===== config.mk =====
export PLATFORM = sky130hd
export DESIGN_NAME = evr_tx_framer_flat
export DESIGN_NICKNAME = d
export VERILOG_FILES = /design/src/rtl/evr_tx_framer_if.sv /design/src/rtl/evr_tx_framer.sv /design/src/flat_wrapper.sv
export SDC_FILE = /design/constraint.sdc
export NUM_CORES = 1
export LEC_CHECK = 0
export CAP_MARGIN = 15
export CORE_MARGIN = 1
export CORE_UTILIZATION = 25
export DETAILED_ROUTE_END_ITERATION = 8
export HOLD_SLACK_MARGIN = 0.08
export PLACE_DENSITY = 0.55
export SLEW_MARGIN = 15
export SYNTH_ARGS = -nofsm -noshare
export SYNTH_HDL_FRONTEND = slang
export SYNTH_SLANG_ARGS = --single-unit

===== constraint.sdc =====
create_clock -name tx_clk -period 5.7 [get_ports tx_clk]
set_input_delay 0.855 -clock tx_clk [delete_from_list [all_inputs] [get_ports tx_clk]]
set_output_delay 0.855 -clock tx_clk [all_outputs]
set_load 0.02 [all_outputs]

===== src/rtl/evr_tx_framer_if.sv =====
// Handshake bundle between evr_tx_framer and its upstream producers:
// the tx_buffer byte handshake and the user event handshake.
interface evr_tx_framer_if;
  logic       tx_odd;
  logic [7:0] tx_data;
  logic       tx_charisk;
  logic       tx_ready;
  logic       tx_take;
  logic [7:0] ev_code;
  logic       ev_valid;
  logic       ev_ready;

  // Framer side
  modport master (
    output tx_odd, tx_take, ev_ready,
    input  tx_data, tx_charisk, tx_ready, ev_code, ev_valid
  );

  // Producer side (tx_buffer and event source)
  modport slave (
    input  tx_odd, tx_take, ev_ready,
    output tx_data, tx_charisk, tx_ready, ev_code, ev_valid
  );
endinterface


===== src/rtl/evr_tx_framer.sv =====
// EVR transmit framer: builds the byte stream for the GT. Even bytes carry
// an event code, heartbeat or K28.5 comma; odd bytes alternate between the
// distributed bus and the tx_buffer data stream.
module evr_tx_framer #(
  parameter logic [31:0] HB_PERIOD = 32'd125000,
  parameter logic [7:0]  HB_CODE   = 8'h7A,
  parameter logic [7:0]  IDLE_DATA = 8'h00
) (
  input  logic                  tx_clk,
  input  logic                  aresetn,
  evr_tx_framer_if.master       link,
  input  logic [7:0]            dbus,
  output logic [7:0]            gt_txdata,
  output logic                  gt_txcharisk,
  output logic [31:0]           ev_sent_cnt
);

  localparam logic [0:0] SLOT_DBUS = 1'b0;
  localparam logic [0:0] SLOT_BUF  = 1'b1;
  localparam logic [7:0] K28_5     = 8'hBC;

  logic        odd;
  logic [0:0]  slot;
  logic        hold_full;
  logic [7:0]  hold_code;
  logic        hb_pending;
  logic [31:0] hb_cnt;

  logic        emit_ev;
  logic        emit_hb;
  logic        ev_ready_int;
  logic        accept;
  logic        take;
  logic        hb_expire;
  logic [7:0]  next_data;
  logic        next_k;

  // Slot decode, handshakes and selection of the byte for the next edge
  always_comb begin
    emit_ev      = !odd && hold_full;
    emit_hb      = !odd && !hold_full && hb_pending;
    ev_ready_int = !hold_full || emit_ev;
    accept       = link.ev_valid && ev_ready_int && (link.ev_code != '0);
    take         = odd && (slot == SLOT_BUF) && link.tx_ready;
    hb_expire    = (HB_PERIOD != '0) && odd && (hb_cnt == HB_PERIOD - 32'd1);
    next_data    = K28_5;
    next_k       = 1'b1;
    if (!odd) begin
      if (emit_ev) begin
        next_data = hold_code;
        next_k    = 1'b0;
      end else if (emit_hb) begin
        next_data = HB_CODE;
        next_k    = 1'b0;
      end
    end else if (slot == SLOT_DBUS) begin
      next_data = dbus;
      next_k    = 1'b0;
    end else if (link.tx_ready) begin
      next_data = link.tx_data;
      next_k    = link.tx_charisk;
    end else begin
      next_data = IDLE_DATA;
      next_k    = 1'b0;
    end
  end

  // tx_take is combinational so an asynchronous reset withdraws it at once
  assign link.tx_odd   = odd;
  assign link.tx_take  = take;
  assign link.ev_ready = ev_ready_int;

  // Byte phase and odd-slot select: phase toggles every cycle, slot after each odd cycle
  always_ff @(posedge tx_clk or negedge aresetn) begin
    if (!aresetn) begin
      odd  <= 1'b0;
      slot <= SLOT_DBUS;
    end else begin
      odd <= !odd;
      if (odd) slot <= (slot == SLOT_DBUS) ? SLOT_BUF : SLOT_DBUS;
    end
  end

  // One-deep event holding register; an emit and a new accept may share a cycle
  always_ff @(posedge tx_clk or negedge aresetn) begin
    if (!aresetn) begin
      hold_full   <= 1'b0;
      hold_code   <= '0;
      ev_sent_cnt <= '0;
    end else begin
      if (emit_ev) begin
        hold_full   <= 1'b0;
        ev_sent_cnt <= ev_sent_cnt + 32'd1;
      end
      if (accept) begin
        hold_full <= 1'b1;
        hold_code <= link.ev_code;
      end
    end
  end

  // Heartbeat timer: one tick per frame; a pending beat waits behind user events
  always_ff @(posedge tx_clk or negedge aresetn) begin
    if (!aresetn) begin
      hb_cnt     <= '0;
      hb_pending <= 1'b0;
    end else begin
      if (emit_hb) hb_pending <= 1'b0;
      if (hb_expire) begin
        hb_cnt     <= '0;
        hb_pending <= 1'b1;
      end else if ((HB_PERIOD != '0) && odd) begin
        hb_cnt <= hb_cnt + 32'd1;
      end
    end
  end

  // Registered GT outputs; reset forces K28.5 comma
  always_ff @(posedge tx_clk or negedge aresetn) begin
    if (!aresetn) begin
      gt_txdata    <= K28_5;
      gt_txcharisk <= 1'b1;
    end else begin
      gt_txdata    <= next_data;
      gt_txcharisk <= next_k;
    end
  end

endmodule


===== src/flat_wrapper.sv =====
// flat-port wrapper written by rule: the top's interface ports become plain ports
module evr_tx_framer_flat 
#(
  parameter logic [31:0] HB_PERIOD = 32'd125000,
  parameter logic [7:0]  HB_CODE   = 8'h7A,
  parameter logic [7:0]  IDLE_DATA = 8'h00
)
  (tx_clk, aresetn, dbus, gt_txdata, gt_txcharisk, ev_sent_cnt, link_tx_odd, link_tx_take, link_ev_ready, link_tx_data, link_tx_charisk, link_tx_ready, link_ev_code, link_ev_valid);
  evr_tx_framer_if link_i ();
  input  logic tx_clk;
  input  logic aresetn;
  input  logic [7:0] dbus;
  output logic [7:0] gt_txdata;
  output logic gt_txcharisk;
  output logic [31:0] ev_sent_cnt;
  output wire logic [$bits(link_i.tx_odd)-1:0] link_tx_odd;
  output wire logic [$bits(link_i.tx_take)-1:0] link_tx_take;
  output wire logic [$bits(link_i.ev_ready)-1:0] link_ev_ready;
  input wire logic [$bits(link_i.tx_data)-1:0] link_tx_data;
  input wire logic [$bits(link_i.tx_charisk)-1:0] link_tx_charisk;
  input wire logic [$bits(link_i.tx_ready)-1:0] link_tx_ready;
  input wire logic [$bits(link_i.ev_code)-1:0] link_ev_code;
  input wire logic [$bits(link_i.ev_valid)-1:0] link_ev_valid;
  assign link_tx_odd = link_i.tx_odd;
  assign link_tx_take = link_i.tx_take;
  assign link_ev_ready = link_i.ev_ready;
  assign link_i.tx_data = link_tx_data;
  assign link_i.tx_charisk = link_tx_charisk;
  assign link_i.tx_ready = link_tx_ready;
  assign link_i.ev_code = link_ev_code;
  assign link_i.ev_valid = link_ev_valid;
  evr_tx_framer #(.HB_PERIOD(HB_PERIOD), .HB_CODE(HB_CODE), .IDLE_DATA(IDLE_DATA)) u_core (.tx_clk(tx_clk), .aresetn(aresetn), .link(link_i), .dbus(dbus), .gt_txdata(gt_txdata), .gt_txcharisk(gt_txcharisk), .ev_sent_cnt(ev_sent_cnt));
endmodule

==> results.md <==
- Status: complete, no violations
- Crit end category: output port
- Pleak: between 2 and 2.5 nW
- Post-CTS Resized: 0
- Sequential-to-total area share from yosys stat: a little over half
- Vias in the first global route: 2815
- Clk slew on worst S/H paths: about 0.06 ns
- Hold-fix buffers at CTS: 0
- Rows: 45
- Via count: ~2800
- Skew-Pair Late Insertion Delay: ~0.34 ns
- Avg Vias per Cell: 4.60
- Cell mode on critical path: clkdlybuf4s50_1
- Worst relative slew slack: a little over a third
- Worst path slowest cell: clkdlybuf4s50_1
- Yosys Warn Count: 0
- Endpoints failing setup: 0
- Horiz. Die Dim: 127 um
- Core ar.: roughly 15000 um2
- Area after DPL: 4810 um2
- PwrDens: slightly below 300 nW/um2
- Top cells by area, synth: dfrtp_1, xnor2_1, dfstp_2
- Critical Path Fanout Max: 2
- Antenna violations before repair: 0
- Netlist Area Pre-Place: a little under 4000 um2
- Starting Density: 25.6%
- Met3 wire length: ~530 um
- Clk sinks: 85
- Yosys reg bits: 85
- CTS tree: yes
- Longest Clk Path Bufs: 2
- Top FF cell, synth: dfrtp_1
- Worst EP arrival: between 2 and 2.5 ns
- DP HPWL: between 5 and 6 mm
- Post-CTS Setup Repair Bufs: 0
- Hold Fails Final Rpt: 0
- Layout cell share with drive strength beyond 1: 10.2%
- Synthesized instance count: 340
- Gr ovfl total: 0
- Syn_area_per_cell: between 10 and 15 um2
- Post-Route WL: 8.22 mm
- Root buf cell: clkbuf_16
- Syn_nets: approximately 370
- Fin. max-slew vios: 0
- RSZ-0062 raised after global routing: false
- Die Y: between 100 and 150 um
- CTS H-tree lvls: 3
- Syn-to-layout area delta: 32.7%
- Pin count of the biggest net entering global routing: 75
- Max cap viols: 0
- WL/cell: around 13 um
- Fin nets: 448
- First-pass GRT wire length: between 10 and 15 mm
- Setup tns final: 0 ns
- IO Count: 73
- Worst VDD drop: between 0.0001 and 0.00015 V
- First-pass iteration count of the detailed router: 4
- Worst endpoint required time: ~4.9 ns
- Share of the synthesized area in the top cell type: 50.8%
- Buffers plus inverters on the worst setup path: 2
- Gr usage total: 11.0%
- Placer congestion estimate: 0.754
- Largest stage delay on the critical path: approximately 0.6 ns
- Maximum clock frequency: around 340 MHz
- Post-synth EDFFs: 0
- # diodes: 0
- Iteration-0 DRC Markers: ~100
- Startpoint Class: primary input
- Most area-hungry cell type in the Yosys netlist: dfrtp_1
- Share of flip-flops with an asynchronous set or reset: between 90% and 100%
- Slew @ Worst Pin: about 0.95 ns
- Met2 WL: ~3.7 mm
- Die ar.: about 16000 um2
- Cts bufs inserted: 9
- I/O Buffers: 72
- Metal-1 WL: between 3 and 4 mm
- Final worst path period share: a little over half
- HP Class: in2async
- Top layer reached by signal wires: met4
- Final instance area: about 5200 um2
- Clk_skew: ~0.0082 ns
- Unique masters post-synth: 35
- Period minus WS final: approximately 3.0 ns
- Delay-heaviest family, CP: buffers and inverters
- DRC: 0
- Setup Crit Path Kind: in2out
- Post-route antenna net violation count: 0
- Crit-path cells: clkdlybuf4s50_1 > and3_1 > clkdlybuf4s50_1
path summary, 6_finish.rpt:
check / from / endpoint / slack (ns) / cells after the start
min in group tx_clk: u_core.ev_sent_cnt[31]$_DFFE_PN0P_ / u_core.ev_sent_cnt[31]$_DFFE_PN0P_ / 0.47 / 1
worst min-delay path: aresetn / u_core.hold_code[6]$_DFFE_PN0P_ / 0.34 / 1
max in group asynchronous: aresetn / u_core.slot$_DFFE_PN0P_ / 4.20 / 2
worst max register to register: u_core.link.tx_odd$_DFF_PN0_ / u_core.ev_sent_cnt[18]$_DFFE_PN0P_ / 3.41 / 5
worst min register to register: u_core.ev_sent_cnt[31]$_DFFE_PN0P_ / u_core.ev_sent_cnt[31]$_DFFE_PN0P_ / 0.47 / 1
worst max-delay path: link_tx_ready / link_tx_take / 2.73 / 3
per-stage QoR:
stage | std cells | hold WS [ns] | util (%) | setup slack, ns | power (W)
floorplan | 340 | 0.443 | - | 3.72 | 0.000751
global placement | 594 | 0.459 | 31.6 | 2.75 | 0.000858
detailed placement | 594 | 0.466 | 31.6 | 2.73 | 0.000860
CTS | 610 | 0.330 | 33.9 | 2.72 | 0.00156
global route | 610 | 0.332 | 33.9 | 2.70 | 0.00160
finish | 610 | 0.339 | 33.9 | 2.73 | 0.00153
flip-flops by register name, summed over array words and instances (netlist names):
signal               flops
u_core.hold_code         8
u_core.hb_pending        1
u_core.slot              1
u_core.hold_full         1
u_core.link.tx_odd       1
u_core.gt_txcharisk      1
u_core.ev_sent_cnt      32
u_core.gt_txdata         8
u_core.hb_cnt           32
cells in the final DEF (no fill, tap or decap), drive strengths merged, types with 4 or more instances in the layout:
master and n:
xor2 18, clkdlybuf4s50 71, nand3 22, nand2 32, nor4 10, and2 4
nor2 25, a221oi 7, and4 10, and3 8, nand4 19, dfstp 6
dfrtp 79, clkbuf 12, mux2 9, nor3 7, xnor2 44, a21oi 9
inv 6
routing by layer:
metal / up-vias / track usage, %
met2: 63 / 17.0
met1: 1379 / 14.1
met5: - / 0
met4: 0 / 3.36
li1: 1356 / -
met3: 11 / 4.51
Yosys cell counts, drive strengths merged (3+ instances only):
library cell  number
a21oi              9
a221oi             7
and2               4
and3               8
and4              10
clkbuf             5
dfrtp             79
dfstp              6
inv                6
mux2               9
nand2             32
nand3             22
nand4             19
nor2              25
nor3               7
nor4              10
nor4b              3
o21ai              3
xnor2             44
xor2              18
kinds of logic after synthesis:
| group | synth area share (%) |
|---|---|
| AOI/OAI and AO/OA | 3.80 |
| xor gates and xnor gates | 14.0 |
| adders and majority gates | 0.643 |
| buffers and inverters | 1.64 |
| DFF | 54.9 |
| muxes | 2.61 |
| and+or+nand+nor | 22.5 |
area by class of cell:
class	instances	area [um2]
inverter	6	22.5
timing repair buffer	73	726
clock buffer	12	256
multi-input combinational	242	1690
sequential	85	2130
clock inverter	4	95.1
tap	188	235
fill	1550	10000
power breakdown:
part	internal, W	switching (W)	leakage [nW]
combinational	0.0000870	0.0000828	0.896
sequential	0.000639	0.0000376	1.12
clock	0.000451	0.000233	0.173
(Power assumes the default switching activity.)
